===== src/rtl/ccff_bitstream_loader_if.sv =====
// Bitstream word handshake between a bitstream source and ccff_bitstream_loader.
// The source drives data/valid; the loader answers with ready.
interface ccff_bitstream_loader_if #(
  parameter int WORD_W = 8
);
  logic [WORD_W-1:0] bs_data;
  logic              bs_valid;
  logic              bs_ready;

  modport master (output bs_data, output bs_valid, input bs_ready);
  modport slave  (input bs_data, input bs_valid, output bs_ready);
endinterface


===== src/rtl/ccff_bitstream_loader.sv =====
// Serialises bitstream words MSB-first onto a configuration chain's ccff_head.
// Define CCFF_READBACK_EN to also rebuild the chain's previous contents from ccff_tail.
module ccff_bitstream_loader #(
  parameter int CHAIN_LEN = 64,
  parameter int WORD_W    = 8,
  parameter int CNT_W     = $clog2(CHAIN_LEN + 1)
) (
  input  logic                   prog_clk,
  input  logic                   prog_reset,
  input  logic                   start,
  ccff_bitstream_loader_if.slave bs,
  output logic                   ccff_head,
  output logic                   ccff_shift_en,
  input  logic                   ccff_tail,
  output logic                   busy,
  output logic                   cfg_done,
  output logic [WORD_W-1:0]      rb_data,
  output logic                   rb_valid
);

  localparam int BIW_W = $clog2(WORD_W + 1);

  typedef enum logic [1:0] {IDLE, WAIT, SHIFT, DONE} state_t;

  state_t            state;
  logic [CNT_W-1:0]  remaining;     // chain bits not yet clocked in
  logic [BIW_W-1:0]  bits_in_word;  // bits of the current word still to present, incl. ccff_head
  logic [WORD_W-1:0] shreg;         // bits queued behind ccff_head

  // The final word may cover fewer than WORD_W chain bits.
  function automatic logic [BIW_W-1:0] word_bits(input logic [CNT_W-1:0] left);
    if (int'(left) >= WORD_W) return BIW_W'(WORD_W);
    else                      return BIW_W'(left);
  endfunction

  // NOTE: non-blocking assignments only; every decision below reads pre-edge register values.
  always_ff @(posedge prog_clk or negedge prog_reset) begin
    if (!prog_reset) begin
      state         <= IDLE;
      remaining     <= '0;
      bits_in_word  <= '0;
      shreg         <= '0;
      bs.bs_ready   <= 1'b0;
      ccff_head     <= 1'b0;
      ccff_shift_en <= 1'b0;
      busy          <= 1'b0;
      cfg_done      <= 1'b0;
    end else begin
      case (state)
        IDLE, DONE: begin
          if (start) begin
            state       <= WAIT;
            remaining   <= CNT_W'(CHAIN_LEN);
            busy        <= 1'b1;
            cfg_done    <= 1'b0;
            bs.bs_ready <= 1'b1;
          end
        end
        WAIT: begin
          if (bs.bs_valid) begin
            state         <= SHIFT;
            ccff_head     <= bs.bs_data[WORD_W-1];
            shreg         <= bs.bs_data << 1;
            bits_in_word  <= word_bits(remaining);
            ccff_shift_en <= 1'b1;
            bs.bs_ready   <= 1'b0;
          end
        end
        SHIFT: begin
          remaining <= remaining - CNT_W'(1);
          if (bits_in_word != BIW_W'(1)) begin
            ccff_head    <= shreg[WORD_W-1];
            shreg        <= shreg << 1;
            bits_in_word <= bits_in_word - BIW_W'(1);
            // NOTE: ready is registered, so it is raised one cycle ahead of the last-bit cycle.
            bs.bs_ready  <= (bits_in_word == BIW_W'(2)) && (int'(remaining) > 2);
          end else if (remaining == CNT_W'(1)) begin
            state         <= DONE;
            ccff_shift_en <= 1'b0;
            busy          <= 1'b0;
            cfg_done      <= 1'b1;
            bs.bs_ready   <= 1'b0;
          end else if (bs.bs_valid && bs.bs_ready) begin
            ccff_head    <= bs.bs_data[WORD_W-1];
            shreg        <= bs.bs_data << 1;
            bits_in_word <= word_bits(remaining - CNT_W'(1));
            bs.bs_ready  <= 1'b0;
          end else begin
            // Bubble: the chain clock stops and ccff_head keeps the last bit.
            state         <= WAIT;
            ccff_shift_en <= 1'b0;
            bs.bs_ready   <= 1'b1;
          end
        end
        default: state <= IDLE;
      endcase
    end
  end

`ifdef CCFF_READBACK_EN
  logic [WORD_W-1:0] rb_acc;
  logic [BIW_W-1:0]  rb_cnt;
  logic [WORD_W-1:0] rb_word;
  logic [BIW_W-1:0]  rb_cnt_nxt;

  always_comb begin
    rb_word    = {rb_acc[WORD_W-2:0], ccff_tail};
    rb_cnt_nxt = rb_cnt + BIW_W'(1);
  end

  always_ff @(posedge prog_clk or negedge prog_reset) begin
    if (!prog_reset) begin
      rb_acc   <= '0;
      rb_cnt   <= '0;
      rb_data  <= '0;
      rb_valid <= 1'b0;
    end else begin
      rb_valid <= 1'b0;
      if (ccff_shift_en) begin
        rb_acc <= rb_word;
        // A short final word is left-aligned; the shift also pushes out stale upper bits.
        if (rb_cnt_nxt == BIW_W'(WORD_W) || remaining == CNT_W'(1)) begin
          rb_data  <= rb_word << (WORD_W - int'(rb_cnt_nxt));
          rb_valid <= 1'b1;
          rb_cnt   <= '0;
        end else begin
          rb_cnt <= rb_cnt_nxt;
        end
      end
    end
  end
`else
  logic unused_tail;
  assign unused_tail = ccff_tail;
  assign rb_data     = '0;
  assign rb_valid    = 1'b0;
`endif

endmodule


===== src/flat_wrapper.sv =====
// flat-port wrapper written by rule: the top's interface ports become plain ports
module ccff_bitstream_loader_flat 
#(
  parameter int CHAIN_LEN = 64,
  parameter int WORD_W    = 8,
  parameter int CNT_W     = $clog2(CHAIN_LEN + 1)
)
  (prog_clk, prog_reset, start, ccff_head, ccff_shift_en, ccff_tail, busy, cfg_done, rb_data, rb_valid, bs_bs_data, bs_bs_valid, bs_bs_ready);
  ccff_bitstream_loader_if #(.WORD_W(WORD_W)) bs_i ();
  input  logic prog_clk;
  input  logic prog_reset;
  input  logic start;
  output logic ccff_head;
  output logic ccff_shift_en;
  input  logic ccff_tail;
  output logic busy;
  output logic cfg_done;
  output logic [WORD_W-1:0] rb_data;
  output logic rb_valid;
  input wire logic [$bits(bs_i.bs_data)-1:0] bs_bs_data;
  input wire logic [$bits(bs_i.bs_valid)-1:0] bs_bs_valid;
  output wire logic [$bits(bs_i.bs_ready)-1:0] bs_bs_ready;
  assign bs_i.bs_data = bs_bs_data;
  assign bs_i.bs_valid = bs_bs_valid;
  assign bs_bs_ready = bs_i.bs_ready;
  ccff_bitstream_loader #(.CHAIN_LEN(CHAIN_LEN), .WORD_W(WORD_W), .CNT_W(CNT_W)) u_core (.prog_clk(prog_clk), .prog_reset(prog_reset), .start(start), .bs(bs_i), .ccff_head(ccff_head), .ccff_shift_en(ccff_shift_en), .ccff_tail(ccff_tail), .busy(busy), .cfg_done(cfg_done), .rb_data(rb_data), .rb_valid(rb_valid));
endmodule

===== config.mk =====
export PLATFORM = sky130hd
export DESIGN_NAME = ccff_bitstream_loader_flat
export DESIGN_NICKNAME = d
export VERILOG_FILES = /design/src/rtl/ccff_bitstream_loader_if.sv /design/src/rtl/ccff_bitstream_loader.sv /design/src/flat_wrapper.sv
export SDC_FILE = /design/constraint.sdc
export NUM_CORES = 1
export LEC_CHECK = 0
export ABC_AREA = 1
export CAP_MARGIN = 20
export CORE_AREA = 2 2 63 65
export DETAILED_ROUTE_END_ITERATION = 7
export DIE_AREA = 0 0 65 67
export PLACE_DENSITY = 0.74
export REMOVE_ABC_BUFFERS = 1
export SLEW_MARGIN = 20
export SYNTH_ARGS = -nofsm -noshare
export SYNTH_HDL_FRONTEND = slang
export SYNTH_SLANG_ARGS = --single-unit

===== constraint.sdc =====
create_clock -name prog_clk -period 1.68 [get_ports prog_clk]
set_clock_uncertainty 0.05 [all_clocks]
set_input_delay 0.336 -clock prog_clk [delete_from_list [all_inputs] [get_ports prog_clk]]
set_output_delay 0.336 -clock prog_clk [all_outputs]
set_load 0.01 [all_outputs]

==> results.sh, run 1 <==
export IMPL_postSynth_asyncResetShare_pct=100
export IMPL_crit_arrival_ns=1.76
export IMPL_drcViolationCount=0
export IMPL_drive_gt1_share_pct=28.3
export IMPL_slowest_delay_ns=0.43
export IMPL_routed_via_count=1513
export IMPL_portBuffers=16
export IMPL_viasPerCell=4.94
export IMPL_ir_worst_vdd_v=0.000998
export IMPL_drtPass1Iterations=4
export IMPL_synth_edf_count=0
export IMPL_crit_chain="ha_4 -> inv_4 -> nor2_4 -> inv_2 -> buf_4 -> o21ai_2 -> inv_2 -> or2_4 -> nand2_1 -> inv_1"
export IMPL_finalNonFillerCells=306
export IMPL_place_congestion=0.797
export IMPL_cts_buffer_depth=2
export IMPL_n_antenna_cell=0
export IMPL_setup_viol=0
export IMPL_multi_input_area_um2=993
export IMPL_synthMuxAreaShare_pct=0
export IMPL_synth_xor_area_share_pct=1.03
export IMPL_cp_max_fo=2
export IMPL_die_x_um=65
export IMPL_ys_seq_elements=25
export IMPL_htree_levels=1
export IMPL_ys_flop_type="dfrtp_1"
export IMPL_cap_violations=0
export IMPL_fmax_ghz=0.612
export IMPL_synthDistinctLibCells=29
export IMPL_core_mm2=0.00361
export IMPL_io_pins=27
export IMPL_grt_pass1_vias=1366
export IMPL_critical_path_class="register to register"
export IMPL_track_usage_pct=17.1
export IMPL_worst_path_most_repeated_cell="inv_2"
export IMPL_fin_area_mm2=0.00220
export IMPL_grt_antenna_before_repair=0
export IMPL_final_cell_mix="nand2_1 (43), dfrtp_1 (25), inv_1 (24), o21ai_0 (18), buf_4 (17)"
export IMPL_initial_core_util_pct=47.1
export IMPL_cp_num_buf_inv=5
export IMPL_crit_family="flip-flops"
export IMPL_worst_setup_path_end_kind="register"
export IMPL_post_drt_wl_per_cell_um=11.9
export IMPL_cts_tree="yes"
export IMPL_hold_violations=0
export IMPL_placed_area_mm2=0.00199
export IMPL_required_ns=1.81
export IMPL_netlist_area_mm2=0.00170
export IMPL_area_growth_syn_to_layout_pct=29.6
export IMPL_numCtsBuffers=3
export IMPL_rsz0062_at_grt="true"
export IMPL_syn_instance_count=220
export IMPL_synthAdderAreaFrac_pct=6.63
export IMPL_status="completed"
export IMPL_routed_wl_mm=3.65
export IMPL_first_iter_violations=54
export IMPL_grt_max_degree=26
export IMPL_powerDensity_mw_per_mm2=1710
export IMPL_yosysWarnings=0
export IMPL_cts_sinks=25
export IMPL_setup_tns_ns=0
export IMPL_cts_reportedPaths_clkPinSlew_ns=0.09
export IMPL_clock_latency_ns=0.27
export IMPL_die_y_um=67
export IMPL_post_place_ws_ns=-0.0825
export IMPL_synth_top_family_by_area="simple AND/OR/NAND/NOR gates"
export IMPL_maxSlewViolCount=0
export IMPL_grt_pass1_wl_mm=5.78
export IMPL_dp_hpwl_mm=2.51
export IMPL_period_share_pct=97.2
export IMPL_grt_ovfl_total=0
export IMPL_synth_seq_area_share_pct=36.8
export IMPL_yosys_area_share_simple_pct=27.2
export IMPL_seq_area_um2=626
export IMPL_critPathSlowestCell="dfrtp_1"
export IMPL_power_leakage_nw=1.03
export IMPL_fin_nets=281
export IMPL_rows=22
export IMPL_nFillCells=301
export IMPL_period_needed_ns=1.63
export IMPL_hold_ws_ns=0.370
export IMPL_dieArea_mm2=0.00436
export IMPL_dp_cells=299
export IMPL_clock_root_buffer="clkbuf_8"
export IMPL_avgSynthCellArea_um2=7.72
export IMPL_final_common_cell="nand2_1"
export IMPL_synth_compound_area_share_pct=14.7
export IMPL_hp_class="input pin to async pin"
export IMPL_fin_ws_ns=0.0465
export IMPL_cp_start_kind="register"
export IMPL_postRouteAntennaNets=0
## worst register-to-register path, cell delays in order (launching register included)
cell	delay, ns
dfrtp_1	0.43
ha_4	0.30
inv_4	0.04
nor2_4	0.11
inv_2	0.05
buf_4	0.13
o21ai_2	0.06
inv_2	0.06
or2_4	0.22
nand2_1	0.05
inv_1	0.04
## cell families (layout without fill, tap and decap cells)
family          Yosys count  after routing
compound gates           39             39
xor+xnor                  2              2
fa+ha+maj                 9              9
buf+inv                  45             75
flops                    25             25
other cells               1              9
simple gates             99             99
## flip-flops by register name, indices dropped and copies added, names as in the netlist
signal                flops
u_core.ccff_shift_en      1
u_core.ccff_head          1
u_core.remaining          7
u_core.bs.bs_ready        1
u_core.busy               1
u_core.cfg_done           1
u_core.state              2
u_core.bits_in_word       4
u_core.shreg              7
## per-stage QoR
stage	total power, mW	util, %
finish	3.76	61.1
global route	4.07	61.1
CTS	3.44	56.9
detailed placement	3.02	55.2
global placement	2.96	55.2
floorplan	2.33	-
## power breakdown
part / internal, mW / total [mW] / switching [mW] / leakage [nW]
logic: 1.02 / 2.34 / 1.31 / 0.698
clock network: 0.166 / 0.373 / 0.207 / 0.0255
registers: 0.861 / 1.05 / 0.189 / 0.308
total: 2.05 / 3.76 / 1.71 / 1.03
## cell usage after synthesis, types with 3 or more instances
cell	instances	share of area, %
nand2_2	4	1.5
nand4_1	4	1.5
nor2_1	18	4.0
dfrtp_1	25	37
nand2_1	45	9.9
buf_4	10	4.4
nand3_1	15	4.4
nor2_2	5	1.8
o21ai_0	20	5.9
o21ai_2	8	4.1
o22ai_1	3	1.1
inv_1	32	7.1
ha_1	9	6.6
a21oi_1	5	1.5
## final timing paths
check | from | endpoint | slack, ns | cells after the start
max | u_core.state[1] | u_core.bs.bs_ready | 0.05 | 10
min in group prog_clk | u_core.ccff_shift_en | u_core.ccff_shift_en | 0.45 | 2
max reg2reg | u_core.state[1] | u_core.bs.bs_ready | 0.05 | 10
min | prog_reset | u_core.state[1] | 0.37 | 2
max in group asynchronous | prog_reset | u_core.bs.bs_ready | 0.95 | 2
min reg2reg | u_core.ccff_shift_en | u_core.ccff_shift_en | 0.45 | 2
## metal layers
| metal | wire [um] | share of wire, % | track usage, % | vias to the layer above |
|---|---|---|---|---|
| met5 | 0 | 0 | 0 | - |
| met1 | 1650 | 45 | 21.5 | 718 |
| met3 | 114 | 3.1 | 1.52 | 4 |
| met2 | 1840 | 51 | 30.0 | 26 |
| li1 | - | - | - | 765 |
| met4 | 42 | 1.2 | 6.91 | 0 |
## cell type report
type,count,area share (%)
Sequential cell,25,28.4
Inverter,34,6.65
Clock inverter,1,0.227
Timing Repair Buffer,36,14.6
Multi-Input combinational cell,158,45.1
Tap cell,48,2.73
Timing Repair inverter,1,0.398
Clock buffer,3,1.88
## repair_timing
item / 4_1_cts / 5_1_grt
pin swaps: 2 / 6
resized for setup: 4 / 39
hold buffers: 0 / 0
cloned: 1 / 0
buffers inserted: 0 / 3
setup endpoints to repair: 13 / 23
Power figures use the tool's default switching activity.
==> inputs of run 2 (changes only) <==
- CTS_BUF_LIST: default -> sky130_fd_sc_hd__clkbuf_16
==> run 2 against run 1 <==
First-iteration DRC count decreased by 20%; via count shrank 0.20%; sequential cell count is the same; maximum frequency rose by 0.72%; hold slack improved by 0.024 ns; largest cell class unchanged; largest power group unchanged.
==> results.sh, run 2 (same netlist as run 1, synthesis figures left out) <==
export IMPL_initial_core_util_pct=47.1
export IMPL_r2r_start="u_core.state[1]"
export IMPL_dp_hpwl_mm=2.51
export IMPL_cp_start_kind="register"
export IMPL_drcViolationCount=0
export IMPL_dp_cells=299
export IMPL_place_congestion=0.797
export IMPL_io_pins=27
export IMPL_post_drt_wl_per_cell_um=11.8
export IMPL_fin_nets=281
export IMPL_routed_via_count=1510
export IMPL_fmax_ghz=0.617
export IMPL_seqPwrFrac_pct=26.8
export IMPL_grt_antenna_before_repair=0
export IMPL_first_iter_violations=43
export IMPL_die_y_um=67
export IMPL_cts_reportedPaths_clkPinSlew_ns=0.06
export IMPL_postRouteAntennaNets=0
export IMPL_cp_max_fo=2
export IMPL_die_x_um=65
export IMPL_rows=22
export IMPL_portBuffers=16
export IMPL_status="completed"
export IMPL_power_leakage_nw=1.03
export IMPL_worst_path_most_repeated_cell="inv_1"
export IMPL_maxSlewViolCount=0
export IMPL_setup_viol=0
export IMPL_n_antenna_cell=0
export IMPL_final_cell_mix="nand2_1 (43), dfrtp_1 (25), inv_1 (24), o21ai_0 (18), buf_4 (17)"
export IMPL_cts_hold_buffers=0
export IMPL_clock_root_buffer="clkbuf_16"
export IMPL_hold_ws_ns=0.394
export IMPL_cts_tree="yes"
export IMPL_grt_pass1_vias=1402
export IMPL_hold_violations=0
export IMPL_intPower_mw=2.21
export IMPL_grt_pass1_wl_mm=5.89
export IMPL_htree_levels=1
export IMPL_total_power_mw=3.90
export IMPL_finalNonFillerCells=306
export IMPL_dieArea_mm2=0.00436
export IMPL_core_mm2=0.00361
export IMPL_fin_area_mm2=0.00222
export IMPL_final_common_cell="nand2_1"
export IMPL_period_share_pct=96.5
export IMPL_powerDensity_mw_per_mm2=1760
export IMPL_drive_gt1_share_pct=27.1
export IMPL_critical_path_class="register to register"
export IMPL_routed_wl_mm=3.60
export IMPL_placed_area_mm2=0.00199
export IMPL_rsz0062_at_grt="true"
export IMPL_area_growth_syn_to_layout_pct=30.4
export IMPL_period_needed_ns=1.62
export IMPL_required_ns=1.79
export IMPL_cts_sinks=25
export IMPL_critPathLaunch="u_core.state[1]"
export IMPL_cap_violations=0
export IMPL_clock_latency_ns=0.26
export IMPL_largestRegisters="u_core.remaining (7), u_core.shreg (7), u_core.bits_in_word (4)"
export IMPL_grt_ovfl_total=0
export IMPL_crit_arrival_ns=1.73
export IMPL_viasPerCell=4.93
export IMPL_p_clk_share_pct=13.6
export IMPL_cts_buffer_depth=2
export IMPL_drtPass1Iterations=4
export IMPL_hp_class="input pin to async pin"
export IMPL_crit_chain="ha_4 -> inv_4 -> nor2_4 -> inv_2 -> buf_4 -> o21ai_2 -> inv_1 -> or2_4 -> nand2_1 -> inv_1"
export IMPL_switching_share_pct=43.5
export IMPL_p_comb_share_pct=59.7
export IMPL_numCtsBuffers=3
export IMPL_track_usage_pct=17.4
export IMPL_slowest_delay_ns=0.42
export IMPL_grt_max_degree=26
export IMPL_ir_worst_vdd_v=0.00102
export IMPL_critPathSlowestCell="dfrtp_1"
export IMPL_worst_setup_path_end_kind="register"
export IMPL_switching_power_mw=1.70
## run 2: changes by cell type in the layout (fill, tap and decap cells not counted)
cell | before | now
nand3_2 | 1 | 0
nand2_4 | 3 | 1
nand3_1 | 14 | 15
clkbuf_16 | 0 | 3
nand2_2 | 4 | 6
nor2_2 | 6 | 4
nor2_1 | 13 | 15
clkbuf_8 | 3 | 0
## run 2: power groups by stage
stage               clock [mW]  sequential, mW  combinational (mW)
finish                   0.529            1.04                2.33
global route             0.572            1.08                2.60
CTS                      0.545            1.04                2.03
detailed placement           0            1.05                1.97
global placement             0            1.04                1.92
floorplan                    0            1.05                1.29
## run 2: routing by layer
layer | up-vias | wire (um) | global-route usage, %
met5 | - | 0 | 0
li1 | 768 | - | -
met2 | 32 | 1860 | 30.4
met4 | 0 | 46 | 6.65
met3 | 5 | 153 | 2.20
met1 | 705 | 1540 | 21.9
## run 2: final timing paths
kind / cells past startpoint / slack [ns] / end
worst max-delay path: 10 / 0.06 / u_core.bs.bs_ready
worst min-delay path: 2 / 0.39 / u_core.state[0]
worst max register to register: 10 / 0.06 / u_core.bs.bs_ready
worst min register to register: 2 / 0.44 / u_core.ccff_shift_en
max in group asynchronous: 2 / 0.94 / u_core.shreg[6]
min in group prog_clk: 2 / 0.44 / u_core.ccff_shift_en
## run 2: worst max-delay path, delay by kind of cell, from the launching register on
| kind | cells | cell delay [ns] |
|---|---|---|
| compound gates | 1 | 0.05 |
| fa+ha+maj | 1 | 0.30 |
| flops | 1 | 0.42 |
| buf+inv | 5 | 0.32 |
| simple gates | 3 | 0.38 |
## run 2: area by class of cell
class | instances | area [um2]
fill | 293 | 1390
tap | 48 | 60.1
clock inverter | 1 | 5.00
clock buffer | 3 | 75.1
inverter | 34 | 146
sequential | 25 | 626
multi-input combinational | 158 | 973
timing repair buffer | 36 | 322
timing repair inverter | 1 | 8.76
## run 2: timing repair
item,in CTS,in global routing
pin swaps,2,7
cloned,1,0
gates resized for setup,3,35
endpoints found under the hold margin,0,0
setup buffers,0,3
endpoints found under the setup margin,14,24
## run 2: metrics by stage
| step | worst slack [ns] | util, % | TNS (ns) |
|---|---|---|---|
| 2_1_floorplan | 0.125 | - | 0 |
| 3_3_place_gp | -0.0608 | 55.2 | -0.526 |
| 3_5_place_dp | -0.0825 | 55.2 | -0.838 |
| 4_1_cts | -0.00154 | 57.8 | -0.00181 |
| 5_1_grt | -0.0305 | 61.5 | -0.0787 |
| 6_report | 0.0581 | 61.5 | 0 |
==> inputs of run 3 (changes only) <==
- PLACE_DENSITY: 0.74 -> 0.73
- SKIP_CTS_REPAIR_TIMING: default -> 1
==> run 3 against run 2 <==
The flow now finishes with violations (setup timing); hold slack got worse by 0.011 ns; largest power group unchanged; setup slack lost 0.060 ns; maximum frequency down 3.6%.
==> results.sh, run 3 (same netlist as run 1, synthesis figures left out) <==
export IMPL_postRouteAntennaNets=0
export IMPL_routed_wl_mm=4.04
export IMPL_die_x_um=65
export IMPL_initial_core_util_pct=47.1
export IMPL_critical_path_class="register to register"
export IMPL_track_usage_pct=16.9
export IMPL_fmax_ghz=0.594
export IMPL_required_ns=1.79
export IMPL_reg2reg_depth=11
export IMPL_drive_gt1_share_pct=30.8
export IMPL_r2r_start="u_core.state[1]"
export IMPL_hp_class="input pin to async pin"
export IMPL_cts_tree="yes"
export IMPL_clock_latency_ns=0.26
export IMPL_fin_nets=286
export IMPL_cap_violations=0
export IMPL_cts_buffer_depth=2
export IMPL_portBuffers=16
export IMPL_dp_hpwl_mm=2.45
export IMPL_status="complete, but fails checks"
export IMPL_clock_root_buffer="clkbuf_16"
export IMPL_grt_pass1_vias=1302
export IMPL_fin_area_mm2=0.00232
export IMPL_crit_arrival_ns=1.79
export IMPL_final_cell_mix="nand2_1 (42), inv_1 (26), dfrtp_1 (25), buf_4 (20)"
export IMPL_grt_antenna_before_repair=0
export IMPL_rows=22
export IMPL_post_place_ws_ns=-0.0757
export IMPL_reg2reg_slack_ns=-0.002
export IMPL_placed_area_mm2=0.00199
export IMPL_drtPass1Iterations=4
export IMPL_n_antenna_cell=0
export IMPL_period_needed_ns=1.68
export IMPL_final_common_cell="nand2_1"
export IMPL_core_mm2=0.00361
export IMPL_place_congestion=0.798
export IMPL_slowest_delay_ns=0.43
export IMPL_first_iter_violations=32
export IMPL_worst_path_most_repeated_cell="nand2_4"
export IMPL_hold_ws_ns=0.383
export IMPL_hold_violations=0
export IMPL_failed_checks="setup timing"
export IMPL_htree_levels=1
export IMPL_cts_sinks=25
export IMPL_ir_worst_vdd_v=0.00103
export IMPL_grt_pass1_wl_mm=5.56
export IMPL_utilization_pct=64.3
export IMPL_cts_reportedPaths_clkPinSlew_ns=0.07
export IMPL_io_pins=27
export IMPL_largestRegisters="u_core.remaining (7), u_core.shreg (7), u_core.bits_in_word (4)"
export IMPL_numCtsBuffers=3
export IMPL_power_leakage_nw=1.07
export IMPL_cp_max_fo=4
export IMPL_dieArea_mm2=0.00436
export IMPL_grt_ovfl_total=0
export IMPL_r2r_end="u_core.ccff_head"
export IMPL_critPathSlowestCell="dfrtp_1"
export IMPL_total_power_mw=4.25
export IMPL_die_y_um=67
export IMPL_worst_setup_path_end_kind="register"
export IMPL_setup_viol=1
export IMPL_powerDensity_mw_per_mm2=1830
export IMPL_area_growth_syn_to_layout_pct=36.5
export IMPL_grt_max_degree=26
export IMPL_maxSlewViolCount=0
export IMPL_drcViolationCount=0
export IMPL_post_drt_wl_per_cell_um=13.0
export IMPL_period_share_pct=100
export IMPL_crit_chain="buf_6 -> inv_4 -> ha_4 -> inv_4 -> nand2_4 -> o21ai_4 -> nor2_4 -> nand2_4 -> buf_6 -> nand2_4 -> nand2_2"
export IMPL_viasPerCell=4.99
export IMPL_fin_ws_ns=-0.00231
export IMPL_cp_start_kind="register"
export IMPL_rsz0062_at_grt="true"
export IMPL_routed_via_count=1551
[run 3: how the worst max path moves through the flow]
stage,from,to,slack [ns],cells after the start
after floorplan,u_core.state[0],u_core.bs.bs_ready,0.13,10
after global placement,bs_bs_valid,u_core.bits_in_word[0],-0.07,9
after detailed placement,start,u_core.busy,-0.08,7
after CTS,u_core.state[1],u_core.bits_in_word[1],-0.03,11
after global routing,u_core.state[1],u_core.ccff_head,-0.06,11
final,u_core.state[1],u_core.ccff_head,-0.002,11
[run 3: where the power goes]
part	total, mW	switching [mW]	leakage [nW]	internal (mW)
sequential	1.06	0.193	0.308	0.863
combinational	2.64	1.50	0.726	1.13
clock	0.555	0.230	0.0371	0.324
total	4.25	1.93	1.07	2.32
[run 3: routing by layer]
layer	up-vias	track usage (%)	wire [um]	share of wire (%)
met5	-	0	0	0
met4	0	7.98	61	1.5
met3	5	2.03	128	3.2
met2	30	29.1	2030	50
met1	739	21.0	1820	45
li1	777	-	-	-
[run 3: per-stage QoR]
| stage | setup TNS, ns | std cells |
|---|---|---|
| 2_1_floorplan | 0 | 217 |
| 3_3_place_gp | -0.585 | 299 |
| 6_report | -0.00231 | 311 |
| 4_1_cts | -0.115 | 303 |
| 3_5_place_dp | -0.734 | 299 |
| 5_1_grt | -0.386 | 311 |
[run 3: final cells by class]
| cell class | count | area [um2] |
|---|---|---|
| Sequential cell | 25 | 626 |
| Fill cell | 287 | 1290 |
| Timing Repair Buffer | 39 | 344 |
| Clock buffer | 3 | 75.1 |
| Inverter | 34 | 151 |
| Clock inverter | 1 | 7.51 |
| Tap cell | 48 | 60.1 |
| Timing Repair inverter | 2 | 20.0 |
| Multi-Input combinational cell | 159 | 1040 |
[run 3: worst max-delay path, delay by kind of cell (launching register included)]
family	cells	cell delay [ns]
AOI/OAI and AO/OA	1	0.07
adders and majority gates	1	0.14
buffers and inverters	4	0.38
DFF	1	0.43
and+or+nand+nor	5	0.50
